==> src/rtl/if_prefetch_stage.sv <==
// Instruction-fetch stage: DEPTH-entry prefetch queue in front of a 1-cycle-latency
// instruction memory. Keeps fetching through ID stalls and flushes on taken branches.
module if_prefetch_stage #(
  parameter int unsigned        ADDR_W   = 32,
  parameter int unsigned        INSTR_W  = 32,
  parameter int unsigned        DEPTH    = 4,
  parameter int unsigned        PC_STEP  = 4,
  parameter logic [ADDR_W-1:0]  RESET_PC = '0
) (
  input  logic               clk,
  input  logic               rst,
  input  logic               freeze,
  input  logic               is_branch,
  input  logic [ADDR_W-1:0]  branch_address,
  output logic               imem_req,
  output logic [ADDR_W-1:0]  imem_addr,
  input  logic [INSTR_W-1:0] imem_rdata,
  output logic               valid_out,
  output logic [INSTR_W-1:0] instruction_out,
  output logic [ADDR_W-1:0]  pc_out
);

  localparam int unsigned PTR_W = $clog2(DEPTH);
  localparam int unsigned CNT_W = $clog2(DEPTH + 1);
  localparam int unsigned OCC_W = CNT_W + 1;
  localparam logic [ADDR_W-1:0] STEP    = ADDR_W'(PC_STEP);
  localparam logic [OCC_W-1:0]  DEPTH_C = OCC_W'(DEPTH);

  logic [INSTR_W-1:0] q_instr [DEPTH];
  logic [ADDR_W-1:0]  q_pc    [DEPTH];

  logic [ADDR_W-1:0] fetch_pc;
  logic [ADDR_W-1:0] inflight_addr;
  logic [PTR_W-1:0]  rd_ptr;
  logic [PTR_W-1:0]  wr_ptr;
  logic [CNT_W-1:0]  count;
  logic              inflight;
  logic              inflight_epoch;
  logic              epoch;

  logic [OCC_W-1:0]  occupancy_c;
  logic              push_c;
  logic              pop_c;

  // Credit rule: queued entries plus the outstanding response never exceed DEPTH.
  assign occupancy_c = {1'b0, count} + OCC_W'(inflight);
  assign imem_req    = !rst && (occupancy_c < DEPTH_C);
  assign imem_addr   = fetch_pc;

  // A branch flushes the queue, so it overrides both push and pop this cycle.
  assign push_c = inflight && (inflight_epoch == epoch) && !is_branch;
  assign pop_c  = valid_out && !freeze && !is_branch;

  assign valid_out       = (count != '0);
  assign instruction_out = valid_out ? q_instr[rd_ptr] : '0;
  assign pc_out          = valid_out ? (q_pc[rd_ptr] + STEP) : '0;

  // Control state: fetch PC, pointers, occupancy, in-flight tracking and epoch.
  always_ff @(posedge clk) begin
    if (rst) begin
      fetch_pc       <= RESET_PC;
      inflight_addr  <= '0;
      rd_ptr         <= '0;
      wr_ptr         <= '0;
      count          <= '0;
      inflight       <= 1'b0;
      inflight_epoch <= 1'b0;
      epoch          <= 1'b0;
    end else begin
      inflight <= imem_req;
      if (imem_req) begin
        fetch_pc       <= fetch_pc + STEP;
        inflight_addr  <= fetch_pc;
        inflight_epoch <= epoch;
      end
      if (is_branch) begin
        fetch_pc <= branch_address;
        epoch    <= ~epoch;
        rd_ptr   <= '0;
        wr_ptr   <= '0;
        count    <= '0;
      end else begin
        if (push_c) wr_ptr <= wr_ptr + PTR_W'(1);
        if (pop_c)  rd_ptr <= rd_ptr + PTR_W'(1);
        count <= count + CNT_W'(push_c) - CNT_W'(pop_c);
      end
    end
  end

  // Queue storage needs no reset; count gates every read.
  always_ff @(posedge clk) begin
    if (!rst && push_c) begin
      q_instr[wr_ptr] <= imem_rdata;
      q_pc[wr_ptr]    <= inflight_addr;
    end
  end

endmodule

==> config.mk <==
export PLATFORM = sky130hd
export DESIGN_NAME = if_prefetch_stage
export DESIGN_NICKNAME = d
export VERILOG_FILES = /design/src/rtl/if_prefetch_stage.sv
export SDC_FILE = /design/constraint.sdc
export NUM_CORES = 1
export LEC_CHECK = 0
export BUFFER_PORTS_ARGS = -buffer_cell sky130_fd_sc_hd__clkbuf_2
export CAP_MARGIN = 20
export CORE_ASPECT_RATIO = 0.5
export CORE_UTILIZATION = 35
export DETAILED_ROUTE_END_ITERATION = 16
export HOLD_SLACK_MARGIN = 0.15
export PLACE_DENSITY_LB_ADDON = 0.15
export SLEW_MARGIN = 20
export SYNTH_ARGS = -nofsm -noshare
export SYNTH_HDL_FRONTEND = slang
export SYNTH_SLANG_ARGS = --single-unit
==> constraint.sdc <==
create_clock -name clk -period 6.1 [get_ports clk]
set_input_delay 1.22 -clock clk [delete_from_list [all_inputs] [get_ports clk]]
set_output_delay 1.22 -clock clk [all_outputs]
set_load 0.005 [all_outputs]
* After elaboration in Yosys (flattened, before gate mapping)
Memory sizes are Yosys's and may differ from the RTL's. A register that Yosys moved wholly into a read port is not among the register bits.
Cells that the tools add are included.
** Word-level totals
- Bits in read-only memories :: 0
- Memories kept :: 2
- Output and inout port bits :: 98
- Flip-flop bits (word level) :: 74
- Memory bits (writable) :: 256
- Latch bits :: 0
** Memories
- q_instr :: depth 4, width 32, read ports 1, clocked after memory_dff 1, write ports 1, RTL line 29 : logic [INSTR_W-1:0] q_instr [DEPTH];
- q_pc :: depth 4, width 32, read ports 1, clocked after memory_dff 1, write ports 1, RTL line 30 : logic [ADDR_W-1:0] q_pc [DEPTH];
** Operators by class
- Bitwise logic cells :: 1
- Equal/unequal tests :: 1
- Shifts and indexed selects :: 0
- $lt $le $gt $ge :: 1
- Reduce and logical (&&, ||, !) cells :: 12
- Mux-type cells :: 10
- Divide/modulo/power cells :: 0
- $mul :: 0
- $add $sub $neg :: 7
** Operators with widths (count)
- 32-bit 2-to-1 mux :: 4
- 32-bit by 3-bit adder with 32-bit output, second input constant :: 2
- 2-bit 2-to-1 mux :: 4
- 1-bit logical AND :: 6
- 2-bit by 1-bit adder with 2-bit output, second input constant :: 2
- 3-bit by 1-bit adder with 4-bit output :: 1
- 4-bit by 3-bit < comparator with 1-bit output, second input constant :: 1
- 3-bit by 1-bit adder with 3-bit output :: 1
- 1-bit zero test :: 3
- 3-bit nonzero test :: 1
- 3-bit by 1-bit subtractor with 3-bit output :: 1
- 1-bit 2-to-1 mux :: 2
- 2-bit nonzero test :: 1
- 2-bit OR reduction :: 1
- 1-bit == test :: 1
- 1-bit NOT :: 1

* Depth between registers and ports, before layout
Gate-level depths: netlist (run 1).
- Word-level depth :: 6
- Gate-level depth with buffers :: 11
- Gate-level depth less buffers :: 9

* Least setup slack after synthesis (run 1)
Ideal clock, no wire load.
- Kind :: in2reg
- Start point :: input port is_branch
- End point :: memory q_instr[1][0], enable pin
- Setup slack :: 2214 ps
- Stages :: 5
- Buffers on the path :: 2
- Arrival time :: 3457 ps
- Required time :: 5671 ps
- Path through :: clkbuf_1 -> inv_2 -> and3_1 -> clkbuf_1 -> and3_1
** Between the ends
- Word-level cells in the longest chain between the ends :: 5
** Ends and longest elaborated chain
- from (decl) :: RTL line 13 : input logic is_branch,
- 1-bit zero test :: RTL line 51 : assign push_c = inflight && (inflight_epoch == epoch) && !is_branch;
- 1-bit logical AND :: RTL line 51
- 1-bit logical AND :: RTL line 92 : if (!rst && push_c) begin
- 1-bit 2-to-1 mux :: RTL line 92
- 1-bit 2-to-1 mux (implied by the code) :: RTL line 93 : q_instr[wr_ptr] <= imem_rdata;
- to (decl) :: RTL line 29
No other way between the ends.

==> metrics.txt, run 1 <==
DRT Wirelength around 32,000 um; worst min-delay path endpoint inflight_addr[0]; Netlist cell types 55; via/cell ratio 5.07; 1st-iter DRT viols about 520; final hold vios 0; Leak about 5.6 nW; post-DP HPWL roughly 20,000 um; Starting Density 0.361; Power Dens Cells 294 nW/um^2; drt wl/cell ~20 um; post-route cell area 16,100 sq um; max-slew violations 0; CTS-repair resized insts 0; dpl cell area ~15,000 sq um; clock root cell clkbuf_16; Worst Hold Class flop to flop; Overall Global Routing Usage 0.161; slew margin rel. 0.294; core area ~38,000 sq um; Min Hold Slack ~0.46 ns; setup TNS 0 ns; Cells after Synth 928; Port Buffer Count around 170; Die Y about 140 um; CP required between 4 and 5 ns; Area Growth Syn to Fin 17.4%; Worst Skew ~0.01 ns; Remaining Overflow, GRT 0; Via Count 8,238; cts hold-fix bufs 0; outcome finished, final reports clean; CTS tree built; setup slack, reg-to-reg ~3.3 ns; Setup Crit Path Kind flop to output port; Max clock buf depth 3; Worst-Margin Slew around 1.1 ns; layout cells sized above 1 0.277; syn nets between 1,000 and 1,500; DRC 0; Max FO, Critical Path 36; clock-pin transition on the worst setup and hold timing paths ~0.060 ns; final setup violation count 0; top_reg_cell synth edfxtp_1; EDFF count, synth approximately 260; worst hold path depth 2; Final Worst Setup Slack 1.28 ns; clk_lat worst skew 0.56 ns; Num CTS Buffers 31; Seq/Total Area, Yosys 0.673; Sink Count 332; H-tree depth 1; pre-CTS setup slack around 1.8 ns; r2r endpoint imem_addr[31]; R2R cell count 5; Yosys reg bits 332; vias in the first global route around 8,400; initial antenna violation count 1; CP Launch Type flop; RSZ-0062 raised after global routing no; first-pass GRT wire length just under 50,000 um; die outline width approximately 280 um; num rows 50; Syn Area/Cell about 15 sq um; nets about 1,200; worst flop-to-flop path startpoint imem_addr[13]; maxcap violations 0; Ys Warns 0; router iterations before antenna repair 5; routability cong. 0.719; Max Freq 207 MHz; die area about 40,000 sq um; Peak supply drop ~0.00018 V; Post-CTS Setup Bufs 0; critical path capture point type output port; ANT nets after route 0; asr flop ratio synth 0; I/O pin total approximately 170; Final min period roughly 4.8 ns; pin count of the biggest net entering global routing 65; Tcrit/Tclk final 0.790; Worst Hold Launch imem_addr[0]; Mapped Area roughly 14,000 sq um; filler instances 3,514; Arrival @ worst endpoint around 3.6 ns
==> critical path: stages (launching register included) <==
cell,delay (ns)
dfxtp_4,0.87
mux4_2,0.41
ha_1,0.21
and4_1,0.34
nand3_1,0.32
or4_1,0.59
a21oi_1,0.16
clkbuf_2,0.13
==> metal layers <==
metal	track usage	wire length (um)	part of all wire
met5	0	0	0
met4	0.0346	610	0.019
met3	0.0323	1540	0.048
met2	0.269	15200	0.48
met1	0.219	14600	0.46
==> worst max path at each step <==
stage	startpoint	to	slack [ns]	cells past startpoint
6_report	flop	pc_out[26]	1.28	7
3_5_place_dp	flop	pc_out[28]	1.78	7
2_1_floorplan	is_branch	q_instr[1][0]	2.21	5
3_3_place_gp	flop	pc_out[28]	1.79	7
4_1_cts	flop	pc_out[26]	1.17	7
5_1_grt	flop	pc_out[28]	0.97	7
==> layout make-up <==
type | instances | area (sq um) | share of cell area
clock buffers | 38 | 802 | 0.0499
clock inverters | 19 | 219 | 0.0136
multi-input cells | 519 | 4200 | 0.261
diodes | 1 | 2.50 | 0.000156
flip-flops and latches | 332 | 9220 | 0.573
inverters | 20 | 75.1 | 0.00467
well taps | 520 | 651 | 0.0405
repair buffers | 176 | 908 | 0.0565
==> synth_stat cells, types with 4 or more instances <==
library cell    n  area, sq um
inv_1          19         71.3
a21oi_1        15         75.1
nor2_1         50          188
ha_1            9          113
nor4_1          5         31.3
a31o_2          4         35.0
edfxtp_1      256         7690
mux2i_1         5         50.1
or4_1          11         82.6
or2_2           4         25.0
o21ai_0        15         75.1
and4_1          7         61.3
mux4_2         64         1440
nand3_1        46          230
clkbuf_1       40          150
buf_1           5         18.8
a211oi_1        7         52.6
nand4_1        18          113
or3_1          13         81.3
and2_1         41          257
dfxtp_1        76         1520
a311o_1         4         40.0
a311oi_1       15          131
nand2_1        99          372
a31oi_1         5         31.3
xor2_1          8         70.1
o31ai_1         9         67.6
xnor2_1        14          123
nor3_1          5         25.0
buf_2           9         45.0
and3_1         14         87.6
==> report_power, final <==
group          switching [mW]  total, mW  internal, mW  leakage, nW
clock network           0.824       1.97          1.14        0.500
logic                   0.131      0.228        0.0973         2.19
registers              0.0519       2.53          2.48         2.95
total                    1.01       4.72          3.72         5.64
==> sequential cells by signal, indices dropped and copies added, names as in the netlist, named ones only <==
register,cells
count,3
epoch,1
imem_addr,32
inflight,1
inflight_addr,32
inflight_epoch,1
q_instr,128
q_pc,128
rd_ptr,2
wr_ptr,2
==> cell families after synthesis <==
| logic type | after synthesis | synth area share |
|---|---|---|
| compound gates | 89 | 0.0481 |
| xor+xnor | 22 | 0.0141 |
| fa+ha+maj | 10 | 0.00969 |
| buf+inv | 77 | 0.0233 |
| flops | 332 | 0.673 |
| mux | 69 | 0.109 |
| simple gates | 329 | 0.123 |
==> per-stage QoR <==
stage,cells,util,power (mW)
floorplan,928,-,2.68
global placement,1567,0.396,2.80
detailed placement,1567,0.396,2.81
CTS,1624,0.423,4.78
global route,1624,0.423,4.89
finish,1625,0.423,4.72
==> cells in the final DEF (no fill, tap or decap), drive strengths merged, types with 4 or more instances in the layout <==
cell type    n
xor2         8
or4         12
edfxtp     256
dfxtp       76
clkinv      13
and4         7
o21ai       15
and2        41
a311oi      15
or2          4
buf         11
o31ai        9
a311o        4
a21oi       15
nor4         5
clkbuf     203
ha           9
nand3       46
mux2i        5
or3         13
and3        14
a211oi       7
mux4        64
nor3         5
nand4       20
nor2        50
a31oi        5
bufinv       5
nand2       99
inv         21
a31o         4
xnor2       14
No activity file was read; power rests on OpenSTA's default activity.
==> run 2: changes to the inputs <==
- ABC_AREA: not set -> 1
- clock period: 6.1 -> 4.9 ns (I/O delays scaled with it)
==> run 2 against run 1 <==
Effect of this change: cell area grew 8.4%; register-to-register slack lost 0.93 ns; worst hold slack lost 0.0049 ns; setup slack lost 0.69 ns; synthesized cell count grew 76%; via count grew 36%; critical path depth grew 7; global-route usage grew 2.1 points; critical endpoint is now pc_out[23]; largest power group unchanged; highest routed layer unchanged.
==> metrics.txt, run 2 <==
CP required 3.92 ns (was 4.88 ns); most common cell in the netlist nand2_1 (was edfxtp_1); Final Total Pwr 5.92 mW (was 4.72 mW); max-slew violations 0 (unchanged); Arrival @ worst endpoint 3.33 ns (was 3.60 ns); H-tree depth 2 (was 1); Synth Area in Simple Gates 0.232 (was 0.123); Starting Density 0.356 (was 0.361); Critical Path Sink pc_out[23] (was pc_out[26]); EDFF count, synth 256 (unchanged); Yosys reg bits 332 (unchanged); Power Dens Cells 340 nW/um^2 (was 294 nW/um^2); CP top delay family simple AND/OR/NAND/NOR gates (unchanged); met1 WL 18,800 um (was 14,600 um); Max Freq about 230 MHz; Syn Area/Cell 9.19 sq um (was 14.8 sq um); Worst Hold Launch rd_ptr[1] (was imem_addr[0]); largest family of logic cells by synthesized area simple AND/OR/NAND/NOR gates (unchanged); R2R cell count 9 (was 5); layout cells sized above 1 0.147 (was 0.277); I/O pin total 166 (unchanged); nets 1,852 (was 1,158); r2r endpoint count[2] (was imem_addr[31]); vias in the first global route 10,768 (was 8,393); top cells by area, synth edfxtp_1 51%, nand2_1 11%, dfxtp_1 10%, nor2_1 6.5%, o21ai_0 4.7% (was edfxtp_1 56%, dfxtp_1 11%, mux4_2 11%, nand2_1 2.7%, and2_1 1.9%); cts hold-fix bufs 0 (unchanged); Overall Global Routing Usage 0.182 (was 0.161); drt wl/cell 16.8 um (was 19.7 um); most common cell after layout, fill and taps aside nand2_1 (was edfxtp_1); ordered cell list for the critical path inv_8 -> nand2_1 -> nand2_1 -> nand2_1 -> nand2_1 -> nand2_1 -> nor2_1 -> nand2_1 -> nor2_2 -> nand2_1 -> nand2_1 -> inv_1 -> nor2_1 -> clkbuf_2 (was mux4_2 -> ha_1 -> and4_1 -> nand3_1 -> or4_1 -> a21oi_1 -> clkbuf_2); Final min period roughly 4.3 ns; worst flop-to-flop path startpoint count[2] (was imem_addr[13]); Post-Synth XOR/XNOR Area 0.0146 (was 0.0141); Remaining Overflow, GRT 0 (unchanged); initial antenna violation count 0 (was 1); worst path bufs/invs 3 (was 1); via/cell ratio 4.73 (was 5.07); max incr delay on CP 0.61 ns (was 0.87 ns); placed cell count 2,315 (was 1,567); CP Launch Type flop (unchanged); post-synthesis adder-cell area fraction 0.00885 (was 0.00969); setup slack, reg-to-reg 2.40 ns (was 3.33 ns); Min Hold Slack 0.458 ns (was 0.463 ns); RSZ-0062 raised after global routing no (unchanged); Num CTS Buffers 34 (was 31); CTS-repair resized insts 0 (unchanged); clk_lat worst skew 0.52 ns (was 0.56 ns); pin count of the biggest net entering global routing 136 (was 65); asr flop ratio synth 0 (unchanged); maxcap violations 0 (unchanged); post-DP HPWL 25,400 um (was 20,200 um); router iterations before antenna repair 5 (unchanged); die area 43,700 sq um (was 40,000 sq um); Netlist cell types 36 (was 55); Ys Warns 0 (unchanged); Leak 6.88 nW (was 5.64 nW); Worst-Margin Slew 0.761 ns (was 1.06 ns); Port Buffer Count 165 (unchanged); wire length on met3 1740 um (was 1540 um); DRT Wirelength 39,800 um (was 32,000 um); Peak supply drop 0.000173 V (was 0.000183 V); Worst Hold Class flop to flop (unchanged); 1st-iter DRT viols 866 (was 523); outcome finished, final reports clean (unchanged); critical path capture point type output port (unchanged); Die Y 148 um (was 142 um); CP dominant cell by count nand2_1; commonest cells in the netlist 432 x nand2_1, 261 x nor2_1, 256 x edfxtp_1, 140 x o21ai_0, 117 x nand3_1 (was 256 x edfxtp_1, 99 x nand2_1, 76 x dfxtp_1, 64 x mux4_2, 50 x nor2_1); top_reg_cell synth edfxtp_1 (unchanged); Max FO, Critical Path 135 (was 36); Worst Skew 0.0175 ns (was 0.00974 ns); Via Count 11,232 (was 8,238); Antenna diodes 0 (was 1); routability cong. 0.891 (was 0.719); die outline width 295 um (was 282 um); most frequent cells in the layout 432 x nand2_1, 257 x nor2_1, 256 x edfxtp_1 (was 256 x edfxtp_1, 165 x clkbuf_2, 99 x nand2_1); final std cells w/o fill 2,375 (was 1,625); num rows 53 (was 50); slew margin rel. 0.493 (was 0.294); Compound-Gate Fraction of Synth Area 0.0784 (was 0.0481); met2 WL 18,400 um (was 15,200 um); Area Growth Syn to Fin 16.3% (was 17.4%); post-synthesis mux area share 0 (was 0.109); Mapped Area 15,000 sq um (was 13,700 sq um); filler instances 4,202 (was 3,514); Synth top area share 0.513 (was 0.561); Post-CTS Setup Bufs 0 (unchanged); setup TNS 0 ns (unchanged); Crit path depth 14 (was 7); Sink Count 332 (unchanged); Seq/Total Area, Yosys 0.615 (was 0.673); Tcrit/Tclk final 0.880; final setup violation count 0 (unchanged); top flop regs q_instr x128, q_pc x128 (unchanged); Core Util, Final 0.414 (was 0.423); first-pass GRT wire length 61,200 um (was 49,300 um); clock root cell clkbuf_16 (unchanged); CTS tree built (unchanged); core area 42,100 sq um (was 38,000 sq um); Cells after Synth 1,631 (was 928); Max clock buf depth 3 (unchanged); syn nets 1,709 (was 1,006); post-synth top area cell edfxtp_1 (unchanged); Setup Crit Path Kind flop to output port (unchanged); CP max-delay cell inv_8 (was dfxtp_4); uppermost routed layer met4 (unchanged); DRC 0 (unchanged); final hold vios 0 (unchanged); clock-pin transition on the worst setup and hold timing paths 0.06 ns (about the same); ANT nets after route 0 (unchanged)
==> run 2: cell types whose count changed after synthesis, moves of 14 or more <==
cell	before	now
a311oi_1	15	0
o21ai_0	15	140
nand2_1	99	432
nand3_1	46	117
a21oi_1	15	76
nand4_1	18	4
mux4_2	64	0
nor2_1	50	261
and2_1	41	1
and3_1	14	0
inv_1	19	96
xor2_1	8	23
==> run 2: logic make-up (layout without fill, tap and decap cells) <==
logic type / count (synthesis) / in the layout
compound gates: 230 / 230
fa+ha+maj: 10 / 10
buf+inv: 178 / 345
xor+xnor: 25 / 25
flops: 332 / 332
simple gates: 856 / 856
==> run 2: worst min-delay path by stage <==
stage,endpoint,slack (ns),cells past startpoint
6_report,flop,0.46,2
5_1_grt,inflight_addr[1],0.50,2
4_1_cts,flop,0.46,2
3_5_place_dp,flop,0.45,2
3_3_place_gp,flop,0.44,2
2_1_floorplan,flop,0.44,2
==> run 2: stage by stage <==
| stage | setup WS, ns | instance area (sq um) |
|---|---|---|
| floorplan | 0.328 | 15000 |
| global placement | 1.13 | 16400 |
| detailed placement | 1.10 | 16400 |
| CTS | 0.544 | 17400 |
| global route | 0.215 | 17400 |
| finish | 0.586 | 17400 |
==> run 2: layer usage <==
layer / GRT usage / vias to the layer above
met1: 0.251 / 5230
met2: 0.297 / 230
li1: - / 5718
met3: 0.0297 / 54
met4: 0.0508 / 0
met5: 0 / -
==> run 2: worst register-to-register path, stage by stage (launching register included) <==
cell	delay (ns)
dfxtp_1	0.34
nor3_2	0.17
buf_4	0.52
nor3_1	0.22
ha_1	0.33
inv_1	0.04
ha_1	0.18
fa_1	0.38
xor2_1	0.16
nor2_1	0.05
==> run 2: layout make-up <==
type	instances	area (sq um)	share of cell area
Multi-Input combinational cell	1121	5040	0.289
Inverter	104	398	0.0228
Clock buffer	50	972	0.0558
Clock inverter	10	58.8	0.00337
Tap cell	577	722	0.0414
Timing Repair Buffer	181	1020	0.0586
Sequential cell	332	9220	0.529
==> run 2: report_power, final <==
group          switching [mW]  leakage (nW)  internal, mW
registers              0.0602          3.00          3.09
logic                   0.211          3.38         0.109
clock network            1.07         0.506          1.38
total                    1.34          6.88          4.58
==> run 3: changes to the inputs <==
- BUFFER_PORTS_ARGS: -buffer_cell sky130_fd_sc_hd__clkbuf_2 -> not set
- DONT_BUFFER_PORTS: not set -> 1
- MAX_ROUTING_LAYER: not set -> met4
==> run 3 against run 2 <==
Effect of this change: wire length up 4.9%; power is 1.7% higher; fmax up 6.8%; critical path type unchanged.
==> metrics.txt, run 3 (same netlist as run 2, synthesis figures left out) <==
H-tree depth 2 (unchanged); Overall Global Routing Usage 0.197 (was 0.182); CP required 3.92 ns (about the same); I/O pin total 166 (unchanged); max-slew violations 0 (unchanged); num rows 53 (unchanged); most common cell after layout, fill and taps aside nand2_1 (unchanged); router iterations before antenna repair 7 (was 5); Worst Skew 0.0140 ns (was 0.0175 ns); Die Y 148 um (unchanged); Core Util, Final 0.395 (was 0.414); Sink Count 332 (unchanged); final setup violation count 0 (unchanged); setup TNS 0 ns (unchanged); Arrival @ worst endpoint 3.06 ns (was 3.33 ns); Leak 6.19 nW (was 6.88 nW); Max FO, Critical Path 135 (unchanged); layout cells sized above 1 0.0654 (was 0.147); clk_lat worst skew 0.52 ns (about the same); Port Buffer Count 0 (was 165); CP top delay family simple AND/OR/NAND/NOR gates (unchanged); Worst Hold Class flop to flop (unchanged); RSZ-0062 raised after global routing no (unchanged); max incr delay on CP 0.50 ns (was 0.61 ns); vias in the first global route 10,579 (was 10,768); DRT Wirelength 41,700 um (was 39,800 um); Starting Density 0.356 (unchanged); CP max-delay cell inv_8 (unchanged); Final Total Pwr 6.02 mW (was 5.92 mW); die area 43,700 sq um (unchanged); CP dominant cell by count nand2_1 (unchanged); clock-pin transition on the worst setup and hold timing paths 0.07 ns (was 0.06 ns); ordered cell list for the critical path inv_8 -> nand2_1 -> nand2_1 -> nand2_1 -> nand2_1 -> ha_1 -> nand2_1 -> nor2_1 -> nand2_1 -> nor2_2 -> nand2_1 -> nand2_1 -> inv_1 -> nor2_1 (was inv_8 -> nand2_1 -> nand2_1 -> nand2_1 -> nand2_1 -> nand2_1 -> nor2_1 -> nand2_1 -> nor2_2 -> nand2_1 -> nand2_1 -> inv_1 -> nor2_1 -> clkbuf_2); die outline width 295 um (unchanged); dpl cell area 15,500 sq um (was 16,400 sq um); nets 1,688 (was 1,852); Tcrit/Tclk final 0.824 (was 0.880); cts hold-fix bufs 0 (unchanged); ANT nets after route 0 (unchanged); post-route cell area 16,600 sq um (was 17,400 sq um); CP Launch Type flop (unchanged); Power Dens Cells 362 nW/um^2 (was 340 nW/um^2); Via Count 10,929 (was 11,232); Max Freq 248 MHz (was 232 MHz); routability cong. 0.931 (was 0.891); via/cell ratio 4.94 (was 4.73); final hold vios 0 (unchanged); critical path capture point type output port (unchanged); Setup Crit Path Kind flop to output port (unchanged); Remaining Overflow, GRT 0 (unchanged); outcome finished, final reports clean (unchanged); Peak supply drop 0.000217 V (was 0.000173 V); CTS tree built (unchanged); drt wl/cell 18.9 um (was 16.8 um); Min Hold Slack 0.468 ns (was 0.458 ns); Area Growth Syn to Fin 11.1% (was 16.3%); worst path bufs/invs 2 (was 3); core area 42,100 sq um (unchanged); CTS-repair resized insts 0 (unchanged); initial antenna violation count 0 (unchanged); Antenna diodes 0 (unchanged); slew margin rel. 0.283 (was 0.493); DRC 0 (unchanged); filler instances 4,133 (was 4,202); Max clock buf depth 3 (unchanged); top flop regs q_instr x128, q_pc x128 (unchanged); clock root cell clkbuf_16 (unchanged); first-pass GRT wire length 63,800 um (was 61,200 um); Num CTS Buffers 34 (unchanged); Post-CTS Setup Bufs 0 (unchanged); maxcap violations 0 (unchanged); Final min period 4.04 ns (was 4.31 ns); 1st-iter DRT viols 815 (was 866); Worst-Margin Slew 1.08 ns (was 0.761 ns); post-DP HPWL 27,900 um (was 25,400 um); most frequent cells in the layout 432 x nand2_1, 257 x nor2_1, 256 x edfxtp_1 (unchanged); pin count of the biggest net entering global routing 136 (unchanged)
[run 3: metrics by stage]
stage / instances / setup WS [ns]
after CTS: 2213 / 0.873
after floorplan: 1631 / 0.328
after global routing: 2213 / 0.542
after detailed placement: 2151 / 1.45
after global placement: 2151 / 1.47
final: 2213 / 0.861
[run 3: area by class of cell]
class,instances,area [sq um],share of cell area
clock buffer,39,880,0.0528
clock inverter,23,244,0.0147
inverter,104,398,0.0239
multi-input combinational,1121,5040,0.303
sequential,332,9210,0.554
tap,577,722,0.0434
timing repair buffer,17,153,0.00917
[run 3: metal layers]
| layer | GRT usage | share of wire | vias to the layer above |
|---|---|---|---|
| li1 | - | - | 5394 |
| met1 | 0.262 | 0.48 | 5228 |
| met2 | 0.313 | 0.46 | 256 |
| met3 | 0.0359 | 0.047 | 51 |
| met4 | 0.0456 | 0.018 | 0 |
| met5 | - | 0 | - |
[run 3: final timing paths]
path	slack, ns	start	to	cells past startpoint
worst min-delay path	0.47	rd_ptr[0]	flop	1
worst min register to register	0.47	rd_ptr[0]	flop	1
worst max-delay path	0.86	flop	pc_out[24]	14
worst max register to register	2.37	epoch	q_pc[1][11]	6
[run 3: where the power goes]
part | internal (mW) | leakage, nW | switching (mW)
logic | 0.0660 | 2.65 | 0.181
clock network | 1.52 | 0.548 | 1.10
registers | 3.09 | 3.00 | 0.0659
